### src/rtl/riscv_v_pkg.sv
// -----------------------------------------------------------------------------
// riscv_v_pkg
//
// Purpose : shared constants and types for the vector datapath blocks.
//   RISCV_V_DATA_WIDTH  - width of a full vector data word
//   RISCV_V_CHUNK_WIDTH - width of the narrow chunks fed to scalar/store paths
//   ser_state_t         - state encoding of the vector-to-chunk serializer
// Ports   : none (package)
// -----------------------------------------------------------------------------
package riscv_v_pkg;

   localparam int RISCV_V_DATA_WIDTH  = 128;
   localparam int RISCV_V_CHUNK_WIDTH = 32;

   typedef enum logic {
      SER_IDLE = 1'b0,
      SER_SEND = 1'b1
   } ser_state_t;

endpackage : riscv_v_pkg

### src/rtl/riscv_v_stage_serializer.sv
// -----------------------------------------------------------------------------
// riscv_v_stage_serializer
//
// Purpose : takes one wide vector word from the vector pipeline register and
//           emits it as CHUNK_WIDTH-wide chunks, least-significant chunk first,
//           with valid/ready on both sides and a synchronous flush.
//
// Ports   :
//   clk            in   clock
//   rst            in   asynchronous reset, active-high
//   flush          in   synchronous flush, drops any in-progress word
//   in_valid       in   input word valid
//   in_ready       out  a word can be accepted this cycle
//   in_data        in   DATA_WIDTH vector word
//   in_num_chunks  in   number of chunks to emit (clamped to NUM_CHUNKS)
//   out_valid      out  chunk valid
//   out_ready      in   sink accepts chunk
//   out_data       out  current chunk
//   out_idx        out  index of the current chunk within its word
//   out_first      out  current chunk is index 0
//   out_last       out  current chunk is the final one of the word
//   busy           out  a word is held (SEND state)
// -----------------------------------------------------------------------------
module riscv_v_stage_serializer
   import riscv_v_pkg::*;
#(
   parameter int DATA_WIDTH  = RISCV_V_DATA_WIDTH,
   parameter int CHUNK_WIDTH = RISCV_V_CHUNK_WIDTH,
   localparam int NUM_CHUNKS = DATA_WIDTH / CHUNK_WIDTH,
   localparam int CNT_W      = $clog2(NUM_CHUNKS) + 1,
   localparam int IDX_W      = (CNT_W - 1 < 1) ? 1 : CNT_W - 1
) (
   input  logic                   clk,
   input  logic                   rst,
   input  logic                   flush,
   input  logic                   in_valid,
   output logic                   in_ready,
   input  logic [DATA_WIDTH-1:0]  in_data,
   input  logic [CNT_W-1:0]       in_num_chunks,
   output logic                   out_valid,
   input  logic                   out_ready,
   output logic [CHUNK_WIDTH-1:0] out_data,
   output logic [IDX_W-1:0]       out_idx,
   output logic                   out_first,
   output logic                   out_last,
   output logic                   busy
);

   // The word must split into a whole number of chunks.
   if ((DATA_WIDTH % CHUNK_WIDTH) != 0 || DATA_WIDTH < CHUNK_WIDTH) begin : g_bad_width
      $error("riscv_v_stage_serializer: DATA_WIDTH must be a non-zero multiple of CHUNK_WIDTH");
   end

   ser_state_t              r_state;
   logic [DATA_WIDTH-1:0]   r_word;
   logic [CNT_W-1:0]        r_num;
   logic [IDX_W-1:0]        r_idx;

   logic                    w_send;
   logic                    w_last;
   logic                    w_out_xfer;
   logic                    w_accept;
   logic [CNT_W-1:0]        w_n;

   // Requested length saturated to the number of chunks in a word.
   assign w_n = (in_num_chunks > CNT_W'(NUM_CHUNKS)) ? CNT_W'(NUM_CHUNKS) : in_num_chunks;

   assign w_send     = (r_state == SER_SEND);
   assign w_last     = w_send && (CNT_W'(r_idx) == (r_num - CNT_W'(1)));
   assign w_out_xfer = w_send && out_ready;

   // A new word slips in during the final transfer of the current one, which
   // is what makes back-to-back words bubble-free. Flush blocks everything.
   assign in_ready = !flush && (!w_send || (out_ready && w_last));
   assign w_accept = in_valid && in_ready;

   // NOTE: state registers use non-blocking assignments so every flop samples
   // the pre-edge values; blocking here would chain updates within one edge.
   always_ff @(posedge clk or posedge rst) begin
      if (rst) begin
         r_state <= SER_IDLE;
         // NOTE: the held word is reset as well so out_data reads zero out of
         // reset; this is a plain register, not a RAM, so a reset is cheap.
         r_word  <= '0;
         r_num   <= '0;
         r_idx   <= '0;
      end else if (flush) begin
         // The held word is intentionally kept; only control state is dropped.
         r_state <= SER_IDLE;
         r_idx   <= '0;
      end else begin
         case (r_state)
            SER_IDLE: begin
               if (w_accept && (w_n != '0)) begin
                  r_word  <= in_data;
                  r_num   <= w_n;
                  r_idx   <= '0;
                  r_state <= SER_SEND;
               end
            end
            SER_SEND: begin
               if (w_out_xfer) begin
                  if (!w_last) begin
                     r_idx <= r_idx + IDX_W'(1);
                  end else if (w_accept && (w_n != '0)) begin
                     r_word  <= in_data;
                     r_num   <= w_n;
                     r_idx   <= '0;
                  end else begin
                     // Either nothing waiting, or a zero-length word that is
                     // swallowed without output.
                     r_state <= SER_IDLE;
                  end
               end
            end
            default: r_state <= SER_IDLE;
         endcase
      end
   end

   assign out_valid = w_send;
   assign busy      = w_send;
   assign out_data  = r_word[r_idx*CHUNK_WIDTH +: CHUNK_WIDTH];
   assign out_idx   = r_idx;
   assign out_first = w_send && (r_idx == '0);
   assign out_last  = w_last;

endmodule : riscv_v_stage_serializer
### config.mk
export PLATFORM = sky130hd
export DESIGN_NAME = riscv_v_stage_serializer
export DESIGN_NICKNAME = d
export VERILOG_FILES = /design/src/rtl/riscv_v_pkg.sv /design/src/rtl/riscv_v_stage_serializer.sv
export SDC_FILE = /design/constraint.sdc
export NUM_CORES = 1
export LEC_CHECK = 0
export ABC_CLOCK_PERIOD_IN_PS = 5900
export CORE_UTILIZATION = 49
export CTS_BUF_LIST = sky130_fd_sc_hd__clkbuf_8
export CTS_CLUSTER_DIAMETER = 40
export CTS_CLUSTER_SIZE = 16
export DETAILED_ROUTE_END_ITERATION = 6
export PLACE_DENSITY_LB_ADDON = 0.15
export RECOVER_POWER = 100
export SYNTH_ARGS = -nofsm -noshare
export SYNTH_HDL_FRONTEND = slang
export SYNTH_SLANG_ARGS = --single-unit
### constraint.sdc
create_clock -name clk -period 5.9 [get_ports clk]
set_input_delay 1.18 -clock clk [delete_from_list [all_inputs] [get_ports clk]]
set_output_delay 1.18 -clock clk [all_outputs]
set_load 0.1 [all_outputs]
Word level (Yosys, flattened, before mapping):

Cells that the tools add are included.

* flip-flop bits (word level): 134
* input port bits: 136
* output and inout port bits: 39

* add/subtract/negate cells: 2
* order comparisons: 1
* equality and inequality tests: 4
* shift operators: 1
* multiplexer cells: 19
* bitwise operators: 2
* reductions and logical operators: 13

Operators by type and width (number)
* $mux 128: 3
* $pmux 128 s2: 1
* $shiftx 128x8->32: 1
* $mux 3: 4
* $mux 2: 4
* $logic_and 1x1->1: 7
* $pmux 3 s2: 1
* $mux 1: 4
* $ne 2x1->1 const B: 2
* $pmux 2 s2: 1
* $eq 2x3->1: 1
* $gt 3x3->1 const B: 1
* $ne 3x2->1 const B: 1
* $reduce_and 3->1: 1
* $reduce_bool 3->1: 1
* $sub 3x1->3 const B: 1
* $add 2x1->2 const B: 1
* $logic_not 1->1: 2
* $logic_not 2->1: 1
* $not 1->1: 2
* $pmux 1 s2: 1
* $logic_or 1x1->1: 1

Logic depth before layout (Yosys ltp):

Gate-level depths: netlist (run 1).

* word-level depth: 13
* gate-level depth with buffers: 8
* mapped depth without buffers: 6

Worst setup path after synthesis (run 1):

OpenSTA, ideal clock, no wires.

* path kind: register -> output
* start: reg r_idx[0] (netlist: out_idx[0])
* end: out in_ready
* arrival: 2.864 ns
* data required time: 4.720 ns
* path slack: 1.856 ns
* cell stages (with the launch flop): 5
* buffers on the path: 1
* path through: dfrtp_1 -> buf_6 -> xor2_2 -> a41oi_4 -> nor2_1

* cells in the longest elaborated chain, start to end: 5

RTL lines
* start, declared: line riscv_v_stage_serializer.sv:57 `logic [IDX_W-1:0] r_idx;`
* start signal, assigned: line riscv_v_stage_serializer.sv:104 `r_idx <= r_idx + IDX_W'(1);`
* $eq 2x3->1: line riscv_v_stage_serializer.sv:69 `assign w_last = w_send && (CNT_W'(r_idx) == (r_num - CNT_W'(1)));`
* $logic_and 1x1->1: line riscv_v_stage_serializer.sv:69
* $logic_and 1x1->1: line riscv_v_stage_serializer.sv:74 `assign in_ready = !flush && (!w_send || (out_ready && w_last));`
* $logic_or 1x1->1: line riscv_v_stage_serializer.sv:74
* $logic_and 1x1->1: line riscv_v_stage_serializer.sv:74
* end, declared: line riscv_v_stage_serializer.sv:37 `output logic in_ready,`

Every way passes these cells.

Worst setup path after layout (run 1):

Ends and elaborated chain as after synthesis.

==> reports/results.ini, run 1 <==
[synth]
synth.most_common_cell = dfrtp_1
ys.flop_type = dfrtp_1
synthCells = 361
synthDistinctLibCells = 31
async_flop_share_pct = 100
syn_nets = 499
synth_warnings = 0
syn_area_um2 = 6580
synth.area.top_cells = dfrtp_1 51%, mux2_4 27%, mux4_2 11%
synth_area_leader_cell = dfrtp_1
synth_top_area_share_pct = 50.9
syn_avg_cell_area_um2 = 18.2
synth_enable_flop_cells = 0
ys_seq_elements = 134
synth_common_cells = 134 x dfrtp_1, 120 x mux2_4, 32 x mux4_2, 11 x buf_12, 9 x o21ai_0
synth_seq_area_share_pct = 50.9

[setup_path]
critical_path_arrival_ps = 3380
crit_fanout = 36
reg2reg_depth = 5
path_class = reg -> out
cp-start-kind = register
crit_start = out_idx[0]
cp_top_family = buffers and inverters
r2r-end = r_word[90]
end_kind = primary output
ff2ff_setup_slack_ps = 1910
slowest_stage = dlygate4sd3_1
cp_num_cells = 4
cp_num_buf_inv = 1
cp.required_ps = 4720
path_cells = xor2_2 > a41oi_4 > nor2_1 > dlygate4sd3_1
max_stage_delay_ps = 1210
timing.rr.start = out_idx[0]
endpoint = in_ready

[clock_tree]
cts-root-buf = clkbuf_8
clock_sinks = 134
cts_tree = done
clock_path_buffers = 2
cts_buffers = 17
clock_latency_ps = 440
cts_setup_buffers = 0
cts_resized = 0
h-tree-depth = 4
clk_pin_slew_ps = 70
cts_hold_buf = 0

[place]
place_area_um2 = 8280
port_buffers = 174
place_congestion = 0.800
dp_hpwl_mm = 8.82

[sta]
fmax_ghz = 0.219
period_minus_slack_ps = 4560
fin_skew_ps = 9.21
setup_tns_ps = 0
max_slew_margin_pct = -104
slew_violations = 233
worst_pin_slew_ps = 3040
setup_viol = 0
hold_viol = 0
rsz0062_at_grt = no
post-route-period-util_pct = 77.2

[run_status]
outcome = finished with violations
failed_checks = max-capacitance violations, max-slew violations

[floorplanning]
core_um2 = 12900
die_height_um = 118
ios = 175
die-width_um = 118
dieArea_um2 = 13900
start_util_pct = 51.1
rows = 41

[flow_run]
drv_cap = 4

[detailed_routing]
via_per_inst = 5.11
first_pass_iters = 5
drcViolationCount = 0
drt_wl_total_mm = 12.7
num_vias = 3683
postRouteAntennaNets = 0
wl_per_cell_um = 17.6
drt_iter0_markers = 133

[min_path]
whs_path_depth = 1
hold_path.class = reg -> reg

[finish]
design_area_um2 = 8190
diodes = 0
final_nets = 674
area_growth_syn_to_layout_pct = 24.4
drive_above_1_share_pct = 13.3

[grt]
grt_pass1_wl_mm = 21.5
grt_usage_pct = 20.3
grt_max_degree = 87
grt_pass1_vias = 4065
grt_overflow = 0
antenna_found_initial = 0

[power]
total_power_mw = 2.84
p_leak_nw = 3.30
ir_worst_vdd_mv = 0.223
power.density_nw_per_um2 = 346

layout by cell type, fill, tap and decap left out, drive strengths merged, types with 2 or more instances in the layout:
master,instances
mux2,128
clkdlybuf4s50,134
nand3,2
clkinv,5
dfrtp,134
mux4,32
xor2,2
clkinvlp,3
dlygate4sd3,40
a211o,2
inv,10
ha,2
clkbuf,23
buf,2
nor2,6
nand2,2
o21ai,9
bufinv,2
state kept, by name, summed over array words and instances (netlist names):
name,flops
r_word,128
out_idx,2
busy,1
r_num,3
area by class of cell:
type,count,area [um^2]
fillers,1059,4680
multi-input cells,196,2430
well taps,172,215
inverters,8,31.3
clock inverters,12,111
flip-flops and latches,134,3360
clock buffers,20,275
repair buffers,179,1770
worst min path at each step:
| stage | startpoint | end | slack (ps) |
|---|---|---|---|
| floorplan | r_word[17] | r_word[17] | 450 |
| detailed placement | r_word[22] | r_word[22] | 480 |
| CTS | r_word[22] | r_word[22] | 490 |
| global route | r_word[98] | r_word[98] | 500 |
| global placement | r_word[21] | r_word[21] | 460 |
| finish | r_word[94] | r_word[94] | 480 |
worst register-to-register path: cells and delay by family (launching register included):
family,cells,cell delay [ps]
flip-flops,1,1070
AND/OR/NAND/NOR,1,150
multiplexers,1,420
XOR/XNOR,1,300
AO/OA/AOI/OAI,1,220
buffers and inverters,1,1700
kinds of logic (layout without fill, tap and decap cells):
kind of cell,Yosys count,in the layout,share of synthesized area [%]
buffers and inverters,31,219,5.28
adder cells (fa/ha/maj),2,2,0.380
multiplexers,160,160,39.7
flip-flops,134,134,50.9
AO/OA/AOI/OAI,17,17,2.00
AND/OR/NAND/NOR,14,14,1.10
XOR/XNOR,3,3,0.627
stage by stage:
| step | hold WS, ps | setup WS (ps) | util, % | std cells |
|---|---|---|---|---|
| 6_report | 481 | 1340 | 63.6 | 721 |
| 5_1_grt | 503 | 674 | 63.6 | 721 |
| 4_1_cts | 491 | 1350 | 67.3 | 721 |
| 3_5_place_dp | 475 | 1500 | 64.3 | 689 |
| 3_3_place_gp | 463 | 1520 | 64.3 | 689 |
| 2_1_floorplan | 453 | 1140 | - | 361 |
layer usage:
layer / vias up / track usage [%] / wire length (um)
met3: 13 / 7.85 / 867
met4: 0 / 6.89 / 147
met1: 1862 / 26.8 / 5620
li1: 1679 / - / -
met5: - / 0 / 0
met2: 129 / 30.7 / 6020
power breakdown:
part / total [mW] / internal [mW] / switching, mW
logic: 0.898 / 0.333 / 0.565
clock network: 0.737 / 0.400 / 0.336
registers: 1.20 / 1.10 / 0.0964
Power figures use the tool's default switching activity.
==> run 2: changes to the inputs <==
Settings changed: ABC_CLOCK_PERIOD_IN_PS 5900 to 3700, CORE_UTILIZATION 49 to 46.
Clock period 5.9 ns to 3.7 ns, I/O delays scaled along.
==> reports/results.ini, run 2 (synthesis results as in run 1) <==
[detailed_routing]
drcViolationCount = 0
wl_per_cell_um = 17.8
postRouteAntennaNets = 0
first_pass_iters = 4
drt_iter0_markers = 135
num_vias = 3677
via_per_inst = 5.06
drt_wl_total_mm = 12.9

[sta]
period_minus_slack_ps = 3190
max_slew_margin_pct = -18.2
fin_skew_ps = 10.3
setup_viol = 0
setup_tns_ps = 0
worst_pin_slew_ps = 1770
hold_viol = 0
rsz0062_at_grt = no
fmax_ghz = 0.314
slew_violations = 135
setup_ws_ps = 511
post-route-period-util_pct = 86.2

[clock_tree]
cts-root-buf = clkbuf_8
clk_pin_slew_ps = 70
cts_buffers = 17
cts_setup_buffers = 0
cts_hold_buf = 0
clock_path_buffers = 2
h-tree-depth = 4
cts_resized = 0
clock_sinks = 134
clock_latency_ps = 430
cts_tree = done

[flow_run]
drv_cap = 1

[setup_path]
crit_fanout = 22
reg2reg_depth = 5
cp-start-kind = register
end_kind = primary output
max_stage_delay_ps = 870
cp_top_family = buffers and inverters
cp_num_cells = 2
cp_num_buf_inv = 1
r2r-end = r_word[96]
critical_path_arrival_ps = 2450
path_class = reg -> out
cp.required_ps = 2960
crit_start = out_idx[0]
slowest_stage = clkbuf_1
path_cells = mux4_2 > clkbuf_1
endpoint = out_data[22]
timing.rr.start = out_idx[0]
ff2ff_setup_slack_ps = 740

[floorplanning]
rows = 43
ios = 175
die-width_um = 122
die_height_um = 122
core_um2 = 13900
dieArea_um2 = 14800
start_util_pct = 47.2

[finish]
design_area_um2 = 8030
fillers = 1176
fin_util_pct = 57.6
max_flop_register = r_word
multi_input_area_um2 = 2420
final_nets = 674
seqCellArea_um2 = 3360
fin_cells = 727
final_cell_mix = 134 x clkdlybuf4s50_1, 132 x dfrtp_1, 125 x mux2_1, 32 x mux4_2, 21 x clkbuf_8
diodes = 0
final_common_cell = clkdlybuf4s50_1
largest_reg_flops = 128
area_growth_syn_to_layout_pct = 21.9
drive_above_1_share_pct = 19.0

[place]
dp_cells = 697
place_congestion = 0.760
port_buffers = 174
place_area_um2 = 8230
place_ws_ps = 812
dp_hpwl_mm = 8.80

[run_status]
failed_checks = max-capacitance violations, max-slew violations
outcome = finished with violations

[power]
power.density_nw_per_um2 = 550
ir_worst_vdd_mv = 0.271
p_leak_nw = 3.30

[grt]
grt_pass1_vias = 4052
grt_usage_pct = 19.3
grt_overflow = 0
grt_max_degree = 135
grt_pass1_wl_mm = 21.3
antenna_found_initial = 0

[min_path]
hp-start = r_word[13]
hold_path.class = reg -> reg

## run 2: per-stage QoR
| stage | hold WS [ps] | power, mW |
|---|---|---|
| after global routing | 501 | 4.64 |
| after floorplan | 453 | 3.26 |
| after CTS | 497 | 4.77 |
| after global placement | 464 | 3.61 |
| final | 484 | 4.42 |
| after detailed placement | 480 | 3.65 |
## run 2: power by group
group,switching (mW),total (mW),internal (mW)
clock,0.514,1.09,0.580
combinational,0.907,1.41,0.499
sequential,0.153,1.92,1.76
## run 2: how the worst min path moves through the flow
stage / endpoint / slack [ps] / cells after the start
global route: r_word[74] / 500 / 1
detailed placement: r_word[22] / 480 / 1
floorplan: r_word[17] / 450 / 1
global placement: r_word[22] / 460 / 1
finish: r_word[13] / 480 / 1
CTS: r_word[22] / 500 / 1
## run 2: cell type report
type / instances / area share [%]
Clock buffer: 21 / 3.60
Clock inverter: 9 / 0.795
Inverter: 8 / 0.421
Multi-Input combinational cell: 196 / 30.1
Sequential cell: 134 / 41.8
Tap cell: 180 / 2.81
Timing Repair Buffer: 179 / 20.5
## run 2: worst register-to-register path: cells and delay by family, from the launching register on
kind,cells,cell delay (ps)
AOI/OAI and AO/OA,1,370
xor gates and xnor gates,1,300
buffers and inverters,1,700
DFF,1,810
muxes,1,450
and+or+nand+nor,1,210
## run 2: per-layer routing
metal  global-route usage (%)  routed length, um
met4                     8.10                220
met2                     28.2               5960
met3                     6.18                930
met5                        0                  0
met1                     26.6               5810
==> run 3: changes to the inputs <==
Settings changed: CORE_ASPECT_RATIO set to 0.6, CORE_UTILIZATION 46 to 44, CTS_BUF_LIST sky130_fd_sc_hd__clkbuf_8 to unset, SLEW_MARGIN set to 20.
==> reports/results.ini, run 3 (synthesis results as in run 1) <==
[flow_run]
drv_cap = 1

[grt]
antenna_found_initial = 0
grt_pass1_vias = 4148
grt_pass1_wl_mm = 23.4
grt_overflow = 0
grt_usage_pct = 19.8
grt_max_degree = 135

[sta]
fin_skew_ps = 8.37
worst_pin_slew_ps = 1850
post-route-period-util_pct = 87.6
max_slew_margin_pct = -23.2
hold_viol = 0
setup_viol = 0
period_minus_slack_ps = 3240
fmax_ghz = 0.309
slew_violations = 135
setup_tns_ps = 0
rsz0062_at_grt = no

[floorplanning]
rows = 34
die-width_um = 160
die_height_um = 96.8
ios = 175
start_util_pct = 45.3
core_um2 = 14500
dieArea_um2 = 15500

[run_status]
outcome = finished with violations
failed_checks = max-capacitance violations, max-slew violations

[finish]
final_common_cell = clkdlybuf4s50_1
drive_above_1_share_pct = 21.0
largest_reg_flops = 128
area_growth_syn_to_layout_pct = 26.2
max_flop_register = r_word
final_nets = 678
fillers = 1247
design_area_um2 = 8310
fin_util_pct = 57.1
final_cell_mix = 134 x clkdlybuf4s50_1, 132 x dfrtp_1, 124 x mux2_1, 32 x mux4_2, 27 x buf_4

[setup_path]
critical_path_arrival_ps = 2500
timing.rr.start = out_idx[0]
max_stage_delay_ps = 630
crit_start = out_idx[1]
reg2reg_depth = 5
path_cells = clkbuf_2 > mux4_2 > buf_4
r2r-end = r_word[39]
path_class = reg -> out
ff2ff_setup_slack_ps = 630
end_kind = primary output
cp-start-kind = register
endpoint = out_data[20]
slowest_stage = dfrtp_2
cp.required_ps = 2960
crit_fanout = 15

[clock_tree]
cts_resized = 0
clock_path_buffers = 2
clk_pin_slew_ps = 60
clock_latency_ps = 410
h-tree-depth = 4
cts_tree = done
cts_buffers = 17
cts-root-buf = clkbuf_16
cts_hold_buf = 0
cts_setup_buffers = 0
clock_sinks = 134

[detailed_routing]
drt_wl_total_mm = 13.8
drcViolationCount = 0
num_vias = 3667
via_per_inst = 4.88
first_pass_iters = 4
wl_per_cell_um = 18.4
postRouteAntennaNets = 0
drt_iter0_markers = 213

[power]
ir_worst_vdd_mv = 0.294
power.density_nw_per_um2 = 589
total_power_mw = 4.89
p_leak_nw = 3.38

[place]
dp_hpwl_mm = 9.61
place_area_um2 = 8270
place_congestion = 0.757
port_buffers = 174

[min_path]
hold_path.class = reg -> reg

run 3: cell count changes in the layout (fill, tap and decap cells not counted), moves of 4 or more:
cell and delta:
clkinvlp_4 +4, inv_1 -5, clkbuf_16 +17, buf_4 +8
inv_6 +4, clkbuf_8 -20, clkbuf_2 -4
run 3: where the power goes:
part	internal [mW]	switching, mW
clock	0.879	0.651
sequential	1.76	0.159
combinational	0.517	0.921
total	3.16	1.73
run 3: cell type report:
type                       instances  area [um^2]  area share, %
antenna                            1         2.50         0.0301
clock buffer                      18          439           5.28
clock inverter                    14          103           1.23
inverter                           8         33.8          0.407
multi-input combinational        196         2430           29.3
sequential                       134         3360           40.4
tap                              198          248           2.98
timing repair buffer             183         1700           20.4
run 3: through the flow:
stage	std cells	worst slack, ps	hold WS, ps
global route	751	298	497
global placement	719	804	465
floorplan	361	95.6	453
CTS	751	625	491
finish	752	459	481
detailed placement	719	716	475
run 3: worst max-delay path, delay by kind of cell (launching register included):
kind | cells | cell delay, ps
buffers and inverters | 2 | 840
DFF | 1 | 630
muxes | 1 | 610
run 3: worst min-delay path by stage:
| stage | startpoint | to | slack [ps] | depth (start not counted) |
|---|---|---|---|---|
| floorplan | r_word[17] | r_word[17] | 450 | 1 |
| global placement | r_word[21] | r_word[21] | 470 | 1 |
| detailed placement | r_word[17] | r_word[17] | 480 | 1 |
| CTS | r_word[19] | r_word[19] | 490 | 1 |
| global route | r_word[19] | r_word[19] | 500 | 1 |
| finish | r_word[110] | r_word[110] | 480 | 1 |
run 3: per-layer routing:
layer	up-vias	wire (um)	global-route usage (%)
li1	1700	-	-
met1	1834	6460	28.5
met2	128	6000	27.5
met3	5	1310	8.53
met4	0	63	4.76
met5	-	0	0
